===== src/rtl/vram_rect_fill.sv =====
// vram_rect_fill: rectangle fill engine that streams pixel writes through a single-word vram sel/wr/ack port.
// Define VRAM_FILL_CLIP_EN to clip rectangles to the framebuffer; otherwise addresses wrap linearly mod 2^24.
module vram_rect_fill #(
  parameter int FB_WIDTH  = 640,
  parameter int FB_HEIGHT = 480,
  parameter int COORD_W   = 12
)(
  input  logic               clk,
  input  logic               reset_n_i,
  input  logic               cmd_valid_i,
  output logic               cmd_ready_o,
  input  logic [COORD_W-1:0] cmd_x_i,
  input  logic [COORD_W-1:0] cmd_y_i,
  input  logic [COORD_W-1:0] cmd_w_i,
  input  logic [COORD_W-1:0] cmd_h_i,
  input  logic [15:0]        cmd_color_i,
  input  logic [3:0]         cmd_mask_i,
  input  logic [23:0]        base_address_i,
  output logic               busy_o,
  output logic               done_o,
  input  logic               vram_ack_i,
  output logic               vram_sel_o,
  output logic               vram_wr_o,
  output logic [3:0]         vram_mask_o,
  output logic [31:0]        vram_addr_o,
  output logic [15:0]        vram_data_out_o
);
  typedef enum logic [1:0] {IDLE, SETUP, WRITE, DONE} state_t;
  state_t r_state, w_next;
  logic [COORD_W-1:0] r_x, r_y, r_w, r_h;
  logic [15:0]        r_color;
  logic [3:0]         r_mask;
  logic [23:0]        r_base, r_row_base;
  logic [COORD_W:0]   r_cur_x, r_cur_y, r_x_end, r_y_end, w_x_end, w_y_end;
  logic               r_sel, w_empty, w_x_last, w_last;
`ifdef VRAM_FILL_CLIP_EN
  localparam logic [COORD_W:0] LP_XMAX = (COORD_W+1)'(FB_WIDTH);
  localparam logic [COORD_W:0] LP_YMAX = (COORD_W+1)'(FB_HEIGHT);
`endif
  always_comb begin
    w_x_end = {1'b0, r_x} + {1'b0, r_w};
    w_y_end = {1'b0, r_y} + {1'b0, r_h};
    w_empty = (r_w == '0) || (r_h == '0);
`ifdef VRAM_FILL_CLIP_EN
    w_x_end = (w_x_end > LP_XMAX) ? LP_XMAX : w_x_end;
    w_y_end = (w_y_end > LP_YMAX) ? LP_YMAX : w_y_end;
    w_empty = w_empty || ({1'b0, r_x} >= LP_XMAX) || ({1'b0, r_y} >= LP_YMAX);
`endif
  end
  assign w_x_last = (r_cur_x + 1'b1) >= r_x_end;
  assign w_last   = w_x_last && ((r_cur_y + 1'b1) >= r_y_end);
  always_ff @(posedge clk or negedge reset_n_i)
    if (!reset_n_i) r_state <= IDLE;
    else r_state <= w_next;
  always_comb begin
    w_next = r_state;
    case (r_state)
      IDLE:    w_next = cmd_valid_i ? SETUP : IDLE;
      SETUP:   w_next = w_empty ? DONE : WRITE;
      WRITE:   w_next = r_sel ? WRITE : DONE;
      default: w_next = IDLE;
    endcase
  end
  // r_sel falls one cycle before DONE so the last write's ack is fully retired
  always_ff @(posedge clk or negedge reset_n_i)
    if (!reset_n_i) begin
      {r_x, r_y, r_w, r_h} <= '0;
      r_color    <= '0;
      r_mask     <= '0;
      r_base     <= '0;
      r_row_base <= '0;
      {r_cur_x, r_cur_y, r_x_end, r_y_end} <= '0;
      r_sel      <= 1'b0;
    end else begin
      case (r_state)
        IDLE: if (cmd_valid_i) begin
          {r_x, r_y, r_w, r_h} <= {cmd_x_i, cmd_y_i, cmd_w_i, cmd_h_i};
          r_color <= cmd_color_i;
          r_mask  <= cmd_mask_i;
          r_base  <= base_address_i;
        end
        SETUP: begin
          r_x_end    <= w_x_end;
          r_y_end    <= w_y_end;
          r_cur_x    <= {1'b0, r_x};
          r_cur_y    <= {1'b0, r_y};
          r_row_base <= r_base + 24'(r_y) * 24'(FB_WIDTH);
          r_sel      <= !w_empty;
        end
        WRITE: if (r_sel && vram_ack_i) begin
          if (w_last) r_sel <= 1'b0;
          else if (w_x_last) begin
            r_cur_x    <= {1'b0, r_x};
            r_cur_y    <= r_cur_y + 1'b1;
            r_row_base <= r_row_base + 24'(FB_WIDTH);
          end else r_cur_x <= r_cur_x + 1'b1;
        end
        default: ;
      endcase
    end
  assign cmd_ready_o     = r_state == IDLE;
  assign busy_o          = r_state != IDLE;
  assign done_o          = r_state == DONE;
  assign vram_sel_o      = r_sel;
  assign vram_wr_o       = r_sel;
  assign vram_mask_o     = r_mask;
  assign vram_data_out_o = r_color;
  assign vram_addr_o     = {8'h00, r_row_base + 24'(r_cur_x)};
endmodule


===== config.mk =====
export PLATFORM = sky130hd
export DESIGN_NAME = vram_rect_fill
export DESIGN_NICKNAME = d
export VERILOG_FILES = /design/src/rtl/vram_rect_fill.sv
export SDC_FILE = /design/constraint.sdc
export NUM_CORES = 1
export LEC_CHECK = 0
export ABC_AREA = 0
export BUFFER_PORTS_ARGS = -buffer_cell sky130_fd_sc_hd__buf_2
export CORE_MARGIN = 10
export CORE_UTILIZATION = 40
export DETAILED_ROUTE_END_ITERATION = 12
export SYNTH_ARGS = -nofsm -noshare
export SYNTH_HDL_FRONTEND = slang
export SYNTH_SLANG_ARGS = --single-unit

===== constraint.sdc =====
create_clock -name clk -period 11.1 [get_ports clk]
set_input_delay 0.555 -clock clk [delete_from_list [all_inputs] [get_ports clk]]
set_output_delay 0.555 -clock clk [all_outputs]
set_load 0.01 [all_outputs]

# Word level (Yosys, flattened, before mapping)
# Index checks and enable logic that the tools add are counted.
# word_totals
register_bits	171
out_inout_bits	57
word_cells	63
# classes
addsub	7
n_mul	1
n_lt_le_gt_ge	2
n_eq_ne	7
n_mux	19
n_reduce_logical	13
# op_table
cell	n
$mux W13	6
$mux W24	3
$pmux W13 S2	2
$pmux W24 S2	1
$add A12 B12 Y13	2
$add A13 B1 Y13 const B	2
$ge A13 B13 Y1	2
$add A24 B10 Y24 const B	1
$add A24 B13 Y24	1
$add A24 B22 Y24	1
$logic_not A12 Y1	2
$mul A12 B3 Y15 const B	1
$ne A2 B2 Y1 const B	4
$pmux W2 S3	1
$reduce_and A3 Y1	2
$mux W1	5
$eq A2 B2 Y1 const B	2
$reduce_and A4 Y1	1
$reduce_bool A2 Y1	2
$eq A2 B1 Y1 const B	1
$logic_and A1 B1 Y1	2
$logic_not A2 Y1	1
$pmux W1 S2	1
$reduce_and A2 Y1	1
2 further kinds	2

# Depth between registers and ports, before layout
# Gate-level depths: netlist of run 1.
# depth
word_depth	6
mapped_depth	20
mapped_depth_nobuf	20

# Least setup slack after synthesis of run 1
# Ideal clock, no wire load.
# synth_path
kind	register to register
startpoint	register r_y[1]
endpoint	register r_row_base[23]
setup_ns	0.077
arrival_ns	3.732
required_ns	11.023
path_slack_ns	7.290
stages_incl_launch_ff	21
n_path_buf	0
synth_period_minus_slack_ns	3.810
cell_sequence	dfrtp_1 > ha_1 > ha_1 > fa_1 > a21oi_1 > nor2_1 > nor2_1 > o21bai_1 > a21oi_1 > o21ai_1 > a21o_1 > a21oi_1 > xnor2_1 > ha_1 > o21a_1 > o31a_1 > o21a_1 > o31ai_1 > xnor2_1 > o21ai_0 > a21oi_1
# synth_between
elab_chain_cells	3
# synth_rtl
item	line_no	source
from (decl)	30	logic [COORD_W-1:0] r_x, r_y, r_w, r_h;
from (signal assigned)	77	{r_x, r_y, r_w, r_h} <= {cmd_x_i, cmd_y_i, cmd_w_i, cmd_h_i};
$mul A12 B3 Y15	87	r_row_base <= r_base + 24'(r_y) * 24'(FB_WIDTH);
$add A24 B22 Y24	87	
$pmux W24 S2	75	case (r_state)
to (signal assigned)	87	
to (signal assigned)	95	r_row_base <= r_row_base + 24'(FB_WIDTH);
to (decl)	33	logic [23:0] r_base, r_row_base;
# No other way between the ends.
# A chain may end at the register's enable or synchronous reset.

# Final worst setup path of run 1
# layout_path
startpoint	register r_cur_x[0]
endpoint	register r_row_base[15]
# layout_between
elab_chain_cells	5
elab_cells_between_ends	6
cone_classes	add/sub: 1; order compare: 1; eq/ne: 2; reduce/logical: 2
# layout_rtl
item	line_no	source
from (decl)	34	logic [COORD_W:0] r_cur_x, r_cur_y, r_x_end, r_y_end, w_x_end, w_y_end;
from (signal assigned)	85	r_cur_x <= {1'b0, r_x};
from (signal assigned)	93	r_cur_x <= {1'b0, r_x};
from (signal assigned)	96	end else r_cur_x <= r_cur_x + 1'b1;
$add A13 B1 Y13 (*)	50	assign w_x_last = (r_cur_x + 1'b1) >= r_x_end;
$ge A13 B13 Y1 (*)	50	
$logic_and A1 B1 Y1	51	assign w_last = w_x_last && ((r_cur_y + 1'b1) >= r_y_end);
$ne A2 B2 Y1 (no source line)	-	
$reduce_and A4 Y1 (no source line) (*)	-	
# Mark *: on every way between the ends. The rest lies on a longest branch, timed or not.

==> impl_summary.txt, run 1 <==
----------------------------------------------------
[Run status]
  Result of the run ... finished clean

[GRT]
  Number of antenna violations at the first check in global routing ... 1
  Maximum number of pins on one net before global-route repair ... 71
  Total routing usage reported by global routing ... 15.8%
  Via count of the first global-routing pass ... 8,707
  GR Overflow Total ... 0
  First-pass GRT wire length ... 45,900 um

[Timing]
  Final setup skew ... 0.0159 ns
  Setup_tns ... 0 ns
  Finish-stage setup viols ... 0
  Part of the cycle the worst path needs ... 38.5%
  RSZ-0062 raised after global routing ... false
  Worst hold slack across all endpoints ... 0.137 ns
  Clock period minus worst slack ... 4.28 ns
  Final hold violation count ... 0
  Pins Over Slew Limit ... 0
  Peak clock frequency supported by timing ... 0.234 GHz
  Slew at the pin with the worst max-slew slack ... 0.992 ns
  Worst-case headroom to the max-slew limit ... 33.8%

[Cells and area]
  Post-layout instance area ... 12,800 um2
  Share of cells above drive strength 1 ... 23.1%
  Most frequent standard cell in the layout excluding fill and tap cells ... dfrtp_1
  Final core utilization ... 46.2%
  Number of antenna diodes ... 0
  Most used cells in the layout excluding fill and tap cells ... dfrtp_1, buf_2, ha_1, mux2_2, a21oi_1
  Area growth from synthesis to layout ... 14.1%
  Number of nets in the layout ... 1,472

[Clocking]
  Hold Buf Count CTS ... 0
  Buffer cell driving the clock tree root ... clkbuf_16
  CTS Buf Count ... 17
  Clock Pin Slew Worst Setup and Hold Paths ... 0.07 ns
  Maximum level of the CTS H-tree ... 4
  Clock tree from TritonCTS ... built
  Maximum clock path buffer count ... 2
  Post_cts resized ... 0
  Clk_lat worst skew ... 0.44 ns
  Clock Sink Count ... 171
  Number of setup buffers added after CTS ... 0

[Logic synthesis]
  Number of enable flip-flop cells after synthesis ... 0
  Flop and latch count out of synthesis ... 171
  Async set-reset flop share out of synthesis ... 100%
  Seq/Total Area, Yosys ... 38.2%
  Cells after synthesis ... 1,140
  Mapped cell area ... 11,200 um2
  Count of warnings emitted by yosys ... 0
  Most frequently used flop master after synthesis ... dfrtp_1
  Average cell area after synthesis ... 9.83 um2
  Number of distinct library cells after synthesis ... 73

[Setup path]
  WS Path Type ... flip-flop to flip-flop
  Arrival time reported for the critical path endpoint ... 4.64 ns
  Data required time of the worst path ... 11.46 ns
  Type of element launching the critical path ... flip-flop
  Worst setup EP type ... flip-flop
  Maximum fanout along the worst path ... 18

[Run]
  Max_cap viols ... 0

[Floorplanning]
  Die Ht ... 187 um
  Horizontal die dimension ... 187 um
  Placeable core region ... 27,700 um2
  Ports placed on the boundary ... 153
  Starting density of the core ... 40.4%
  Floorplan row count ... 61
  Area of the die ... 35,100 um2

[Placement]
  Post-detailed-placement half-perimeter wirelength ... 21,000 um
  Final GP Congestion ... 0.863
  Placed instance area ... 12,200 um2
  Count of input and output buffers ... 144

[Drt]
  Routed vias/inst ... 5.20
  Wire per inst ... 16.8 um
  Starting DRT DRC Count ... 440
  Total wire length after detailed routing ... 27,800 um
  Pre-Repair DR Iteration Count ... 7
  Number of remaining DRC errors ... 0
  Number of nets with antenna violations after detailed routing ... 0
  Total vias in the final route ... 8,612

[Min path]
  Hold/Removal Path Class ... input pin to async pin

----------------------------------------------------
## layout make-up
| cell class | count | area, um2 |
|---|---|---|
| well taps | 378 | 473 |
| multi-input cells | 855 | 6450 |
| fillers | 2627 | 14900 |
| flip-flops and latches | 171 | 4280 |
| clock inverters | 12 | 113 |
| inverters | 69 | 259 |
| clock buffers | 20 | 437 |
| repair buffers | 150 | 772 |
## per-layer routing
layer	vias up	wire (um)	track usage, %
li1	4322	-	-
met1	4076	13600	21.5
met2	188	12500	25.2
met3	24	1330	3.09
met4	2	302	3.97
met5	-	13	0
## critical path: stages, from the launching register on
cell and delay [ns]:
dfrtp_1 0.43, ha_1 0.24, nand2_1 0.10, nor4_2 0.34, nand3_1 0.26, xnor2_1 0.19, ha_1 0.29, nand2_1 0.07
nor2_1 0.14, o211ai_1 0.12, a21oi_1 0.18, o221ai_1 0.25, a21o_1 0.29, o21ai_1 0.71, buf_4 0.36, a21oi_1 0.09
a21oi_1 0.13
## kinds of logic after synthesis
group           Yosys count  share of synthesized area [%]
xor+xnor                 78                           6.10
fa+ha+maj               112                           12.8
flops                   171                           38.2
simple gates            273                           11.7
compound gates          276                           15.9
mux                     108                           10.7
buf+inv                 121                           4.52
other cells               1                         0.0335
## stage by stage
| stage | std cells | setup slack (ns) |
|---|---|---|
| 2_1_floorplan | 1147 | 7.29 |
| 3_5_place_dp | 1623 | 6.90 |
| 5_1_grt | 1655 | 6.37 |
| 4_1_cts | 1655 | 6.83 |
| 6_report | 1655 | 6.82 |
| 3_3_place_gp | 1623 | 6.96 |
## cell usage after synthesis (all sizes together) (5+ instances only)
library cell	n	share of area, %
nand4	5	0.28
nor3	24	1.1
inv	69	2.3
and3	12	0.67
o21a	13	0.87
o21ai	75	3.4
xor2	22	1.7
nor2	69	2.4
a31oi	7	0.39
nand2b	8	0.45
o21bai	9	0.60
a211oi	10	0.71
nor4	11	0.67
o22ai	6	0.45
nand3	39	1.7
a21oi	77	3.5
a31o	8	0.63
buf	19	1.1
mux2i	11	0.98
or3	5	0.28
o31ai	5	0.34
nand2	72	2.4
nor2b	15	0.84
a21o	23	1.5
mux2	97	9.7
xnor2	56	4.4
dfrtp	171	38
a22oi	7	0.47
ha	107	12
fa	5	0.89
clkbuf	33	1.1
## state kept, by name (all words and copies together) (netlist names)
signal           count
r_base              24
r_cur_x             13
r_cur_y             13
r_h                 12
r_row_base          24
r_state              2
r_w                 12
r_x                 12
r_x_end             13
r_y                 12
r_y_end             13
vram_data_out_o     16
vram_mask_o          4
vram_sel_o           1
## final timing paths
check,startpoint,endpoint,slack (ns),depth (start not counted)
min,reset_n_i,r_y[6],0.14,1
max reg2reg,r_cur_x[0],r_row_base[15],6.82,16
max in group asynchronous,reset_n_i,r_cur_y[7],9.11,3
max,r_cur_x[0],r_row_base[15],6.82,16
min reg2reg,r_cur_y[12],r_cur_y[12],0.49,2
min in group clk,vram_ack_i,vram_sel_o,0.33,2
Power of run 1 is left out: the tool's default activity adds up to more than one toggle a clock period on the data nets, which glitch-free logic cannot reach.
==> run 2: changes to the inputs <==
Settings changed: ABC_AREA 0 to 1.
Clock period 11.1 ns to 4 ns, I/O delays scaled along.
==> run 2 against run 1 <==
Critical path depth increased by 4. Maximum frequency up 20%. Non-clock buffer count rose by 82. Synthesized area increased by 8.9%. Clock-buffer cell count fell by 1. Via count up 26%. Routed wire length rose by 19%. Sequential cell count is the same. Die area grew 7.9%. Final area grew 14%.
==> impl_summary.txt, run 2 <==
----------------------------------------------------
[Logic synthesis]
  Number of distinct library cells after synthesis ... 50
  Post-synth top area share ... 35.1%
  Async set-reset flop share out of synthesis ... 100%
  Mapped cell area ... 12,200 um2
  Number of enable flip-flop cells after synthesis ... 0
  Cell type with the highest aggregate area in the netlist ... dfrtp_1
  Cells after synthesis ... 1,587
  Synth top area cells ... dfrtp_1, nand2_1, ha_1
  Most frequently used flop master after synthesis ... dfrtp_1
  Commonest cells in the synthesized netlist ... nand2_1, inv_1, dfrtp_1
  Count of warnings emitted by yosys ... 0
  Flop and latch count out of synthesis ... 171
  Most frequently used cell type in the post-synthesis netlist ... nand2_1
  Seq/Total Area, Yosys ... 35.1%
  Average cell area after synthesis ... 7.69 um2

[Timing]
  Worst-case headroom to the max-slew limit ... 47.5%
  Peak clock frequency supported by timing ... 0.281 GHz
  Setup_tns ... 0 ns
  Clock period minus worst slack ... 3.56 ns
  Final hold violation count ... 0
  Slew at the pin with the worst max-slew slack ... 0.788 ns
  Setup WS post-layout ... 0.443 ns
  RSZ-0062 raised after global routing ... false
  Pins Over Slew Limit ... 0
  Finish-stage setup viols ... 0
  Worst hold slack across all endpoints ... 0.0118 ns
  Part of the cycle the worst path needs ... 88.9%
  Final setup skew ... 0.0119 ns

[Placement]
  Count of input and output buffers ... 144
  Post-detailed-placement half-perimeter wirelength ... 25,400 um
  Placed instance area ... 13,200 um2
  Place WS ... 0.230 ns
  Final GP Congestion ... 0.930

[Setup path]
  Arrival time reported for the critical path endpoint ... 3.89 ns
  WS Path Type ... flip-flop to flip-flop
  Series of cell instances along the critical path ... ha_1 -> ha_1 -> fa_1 -> a21oi_1 -> nor2_1 -> nand2_1 -> nand3_1 -> nand2_1 -> inv_1 -> ha_1 -> nand2_1 -> nor2_1 -> and2_1 -> nand2_1 -> nand2_1 -> nand2_1 -> nand3_1 -> nand2_1 -> nand3_1 -> nand2_1
  Worst Reg2Reg Path Length in Cells ... 20
  Data required time of the worst path ... 4.33 ns
  Kind of cell adding the most delay to the critical path ... adder cells
  Crit path buf inv count ... 1
  Maximum cell stage delay along the critical path ... 0.45 ns
  CP Depth ... 20
  Worst setup EP type ... flip-flop
  Maximum fanout along the worst path ... 5
  Cell type of the slowest stage on the worst timing path ... dfrtp_1
  Type of element launching the critical path ... flip-flop
  Crit path top cell by count ... nand2_1

[GRT]
  GR Overflow Total ... 0
  Total routing usage reported by global routing ... 17.3%
  Maximum number of pins on one net before global-route repair ... 100
  First-pass GRT wire length ... 54,900 um
  Via count of the first global-routing pass ... 10,688
  Global routing met1 resource utilization ... 23.3%
  Number of antenna violations at the first check in global routing ... 0
  Global routing's busiest layer ... met2
  Met2 track demand over resource ... 27.9%
  Met3 demand-to-capacity share in global routing ... 3.34%

[Floorplanning]
  Floorplan row count ... 63
  Ports placed on the boundary ... 153
  Die Ht ... 195 um
  Placeable core region ... 29,900 um2
  Starting density of the core ... 40.8%
  Horizontal die dimension ... 195 um
  Area of the die ... 37,900 um2

[Clocking]
  Maximum clock path buffer count ... 2
  Clock Pin Slew Worst Setup and Hold Paths ... 0.07 ns
  Buffer cell driving the clock tree root ... clkbuf_16
  Clk_lat worst skew ... 0.45 ns
  Maximum level of the CTS H-tree ... 4
  Clock tree from TritonCTS ... built
  CTS Buf Count ... 17
  Clock Sink Count ... 171
  Number of setup buffers added after CTS ... 0

[Cells and area]
  Most used cells in the layout excluding fill and tap cells ... nand2_1, inv_1, dfrtp_1, buf_2, nand3_1
  Number of nets in the layout ... 2,007
  Most frequent standard cell in the layout excluding fill and tap cells ... nand2_1
  Share of cells above drive strength 1 ... 15.5%
  Number of antenna diodes ... 0
  Count of filler cells inserted in the layout ... 2,915
  Post-layout instance area ... 14,600 um2
  Area growth from synthesis to layout ... 20.0%

[Drt]
  Routed vias/inst ... 4.93
  Number of remaining DRC errors ... 0
  Number of nets with antenna violations after detailed routing ... 0
  Total wire length after detailed routing ... 33,000 um
  Starting DRT DRC Count ... 692
  Total vias in the final route ... 10,860
  Pre-Repair DR Iteration Count ... 5
  Wire per inst ... 15.0 um

[Min path]
  Cell count of the worst hold path ... 3
  Hold/Removal Path Class ... input pin to flip-flop

[Run]
  Max_cap viols ... 0

[Run status]
  Result of the run ... finished clean

----------------------------------------------------
run 2: cell types whose count changed in the layout (fill, tap and decap cells not counted), sizes merged, moves of 12 or more:
cell and delta:
inv +145, xor2 +13, nand2 +365, a21o -14, mux2 -30, nand3 +88, and3 -12, xnor2 -40
nor2 +36, dlygate4sd3 +81, nor2b -15
run 2: metal layers:
metal  share of wire, %  vias up
met3                4.1       20
met4                1.3        0
met2                 46      196
met5                  0        -
li1                   -     5590
met1                 48     5054
run 2: path summary, 6_finish.rpt:
check	startpoint	end	slack, ns
hold reg to reg	r_cur_y[11]	r_cur_y[11]	0.48
hold / removal	base_address_i[23]	r_base[23]	0.01
setup / recovery	r_y[1]	r_row_base[21]	0.44
min in group asynchronous	reset_n_i	r_h[7]	0.33
setup reg to reg	r_y[1]	r_row_base[21]	0.44
max in group asynchronous	reset_n_i	r_base[5]	2.70
run 2: kinds of logic after synthesis:
group / synth area share (%)
and+or+nand+nor: 25.1
buffers and inverters: 8.97
AOI/OAI and AO/OA: 9.23
DFF: 35.1
adders and majority gates: 11.8
muxes: 6.18
xor gates and xnor gates: 3.66
other: 0.0307
run 2: cell type report:
class / instances / area, um2 / share of cell area (%)
Clock buffer: 19 / 443 / 3.03
Timing Repair Buffer: 232 / 1620 / 11.0
Tap cell: 390 / 488 / 3.33
Clock inverter: 13 / 135 / 0.923
Inverter: 215 / 807 / 5.51
Multi-Input combinational cell: 1162 / 6870 / 46.9
Sequential cell: 171 / 4280 / 29.2
run 2: timing repair:
item / in CTS / in global routing
endpoints found under the setup margin: 0 / 30
resized for setup: 0 / 0
hold endpoints to repair: 152 / 0
hold buffers: 81 / 0
run 2: through the flow:
stage / std cells / utilization [%]
6_report: 2202 / 49.0
2_1_floorplan: 1594 / -
5_1_grt: 2202 / 49.0
4_1_cts: 2201 / 49.0
3_5_place_dp: 2088 / 44.3
3_3_place_gp: 2088 / 44.3
run 2: worst reg2reg max path, cell delays in order (launching register included):
cell and delay, ns:
dfrtp_1 0.45, ha_1 0.33, ha_1 0.26, fa_1 0.45, a21oi_1 0.30, nor2_1 0.10, nand2_1 0.10, nand3_1 0.07
nand2_1 0.08, inv_1 0.04, ha_1 0.37, nand2_1 0.13, nor2_1 0.16, and2_1 0.14, nand2_1 0.06, nand2_1 0.07
nand2_1 0.04, nand3_1 0.10, nand2_1 0.07, nand3_1 0.07, nand2_1 0.06
Power of run 2 is left out for the same reason.
==> run 3: changes to the inputs <==
Settings changed: HOLD_SLACK_MARGIN from default to 0.05.
==> run 3 against run 2 <==
Die area stayed put. First-iteration DRC count is 15% lower. Clock-buffer cell count unchanged. Critical path type unchanged. Worst hold slack improved by 0.13 ns. Sequential cell count is the same. Cell count increased by 0.59%.
==> impl_summary.txt, run 3 (synthesis gave the netlist of run 2 again) <==
----------------------------------------------------
[Setup path]
  Type of element launching the critical path ... flip-flop
  Kind of cell adding the most delay to the critical path ... adder cells
  Arrival time reported for the critical path endpoint ... 3.91 ns
  Maximum cell stage delay along the critical path ... 0.45 ns
  Cell type of the slowest stage on the worst timing path ... dfrtp_1
  Crit path top cell by count ... nand2_1
  Data required time of the worst path ... 4.33 ns
  WS Path Type ... flip-flop to flip-flop
  Maximum fanout along the worst path ... 5
  Series of cell instances along the critical path ... ha_1 -> ha_1 -> fa_1 -> a21oi_1 -> nor2_1 -> nand2_1 -> nand3_1 -> nand2_1 -> inv_1 -> ha_1 -> nand2_1 -> nor2_1 -> and2_1 -> nand2_1 -> nand2_1 -> nand2_1 -> nand3_1 -> nand2_1 -> nand3_1 -> nand2_1
  Crit path buf inv count ... 1
  Worst setup EP type ... flip-flop

[Drt]
  Routed vias/inst ... 4.92
  Total wire length after detailed routing ... 33,100 um
  Pre-Repair DR Iteration Count ... 4
  Starting DRT DRC Count ... 590
  Number of nets with antenna violations after detailed routing ... 0
  Wire per inst ... 14.9 um
  Total vias in the final route ... 10,892
  Number of remaining DRC errors ... 0

[Timing]
  Pins Over Slew Limit ... 0
  Peak clock frequency supported by timing ... 0.280 GHz
  Worst-case headroom to the max-slew limit ... 45.5%
  Slew at the pin with the worst max-slew slack ... 0.817 ns
  Final hold violation count ... 0
  Clock period minus worst slack ... 3.57 ns
  Part of the cycle the worst path needs ... 89.4%
  Final setup skew ... 0.00836 ns
  Setup_tns ... 0 ns
  Finish-stage setup viols ... 0
  RSZ-0062 raised after global routing ... false

[GRT]
  Total routing usage reported by global routing ... 17.4%
  Maximum number of pins on one net before global-route repair ... 100
  First-pass GRT wire length ... 55,100 um
  Via count of the first global-routing pass ... 10,736
  Number of antenna violations at the first check in global routing ... 1
  GR Overflow Total ... 0

[Floorplanning]
  Ports placed on the boundary ... 153
  Die Ht ... 195 um
  Area of the die ... 37,900 um2
  Starting density of the core ... 40.8%
  Horizontal die dimension ... 195 um
  Placeable core region ... 29,900 um2
  Floorplan row count ... 63

[Placement]
  Post-detailed-placement half-perimeter wirelength ... 25,400 um
  Count of input and output buffers ... 144
  Placed instance area ... 13,200 um2
  Final GP Congestion ... 0.930

[Cells and area]
  Count of filler cells inserted in the layout ... 2,904
  Number of nets in the layout ... 2,019
  Most frequent standard cell in the layout excluding fill and tap cells ... nand2_1
  Most used cells in the layout excluding fill and tap cells ... nand2_1, inv_1, dfrtp_1, buf_2, nand3_1
  Area growth from synthesis to layout ... 21.0%
  Post-layout instance area ... 14,800 um2
  Share of cells above drive strength 1 ... 15.4%

[Clocking]
  Clock Pin Slew Worst Setup and Hold Paths ... 0.07 ns
  Number of setup buffers added after CTS ... 0
  Clock tree from TritonCTS ... built
  Buffer cell driving the clock tree root ... clkbuf_16
  Maximum level of the CTS H-tree ... 4
  Clock Sink Count ... 171
  CTS Buf Count ... 17
  Post_cts resized ... 0
  Maximum clock path buffer count ... 2
  Clk_lat worst skew ... 0.45 ns

[Run status]
  Result of the run ... finished clean

[Run]
  Max_cap viols ... 0

[Min path]
  Hold/Removal Path Class ... input pin to flip-flop

----------------------------------------------------
## run 3: layer usage
| layer | routed length [um] | GRT usage (%) | vias to the layer above |
|---|---|---|---|
| li1 | - | - | 5608 |
| met1 | 16000 | 23.3 | 5055 |
| met2 | 15300 | 27.9 | 206 |
| met3 | 1400 | 3.44 | 23 |
| met4 | 449 | 4.63 | 0 |
| met5 | 0 | 0 | - |
## run 3: path summary, 6_finish.rpt
check | startpoint | to | slack, ns | cells past startpoint
min | vram_ack_i | vram_sel_o | 0.14 | 5
max reg2reg | r_y[1] | r_row_base[21] | 0.43 | 20
max in group asynchronous | reset_n_i | r_base[5] | 2.70 | 3
max | r_y[1] | r_row_base[21] | 0.43 | 20
min in group asynchronous | reset_n_i | r_h[7] | 0.32 | 2
min reg2reg | r_cur_y[11] | r_cur_y[11] | 0.48 | 2
## run 3: final cells by class
cell class	instances	area (um2)	area share (%)
Clock buffer	19	443	3.00
Inverter	215	807	5.47
Clock inverter	13	135	0.915
Timing Repair Buffer	244	1740	11.8
Sequential cell	171	4280	29.0
Tap cell	390	488	3.31
Antenna cell	1	2.50	0.0170
Multi-Input combinational cell	1162	6870	46.6
## run 3: worst reg2reg max path, cell delays in order (launching register included)
cell and delay (ns):
dfrtp_1 0.45, ha_1 0.33, ha_1 0.26, fa_1 0.45, a21oi_1 0.32, nor2_1 0.10
nand2_1 0.09, nand3_1 0.07, nand2_1 0.08, inv_1 0.04, ha_1 0.37, nand2_1 0.13
nor2_1 0.16, and2_1 0.14, nand2_1 0.06, nand2_1 0.07, nand2_1 0.04, nand3_1 0.10
nand2_1 0.07, nand3_1 0.07, nand2_1 0.06
## run 3: stage by stage
step	instances	utilization, %	hold slack, ns	setup WS [ns]
global route	2215	49.4	0.178	0.0450
detailed placement	2088	44.3	0.266	0.230
finish	2215	49.4	0.138	0.426
floorplan	1594	-	-0.0956	1.03
CTS	2213	49.4	0.118	0.214
global placement	2088	44.3	0.272	0.280
## run 3: timing repair
item                                   in CTS  in global routing
setup endpoints to repair                   0                 30
hold buffers                               93                  0
endpoints found under the hold margin     164                  0
Power of run 3 is left out for the same reason.
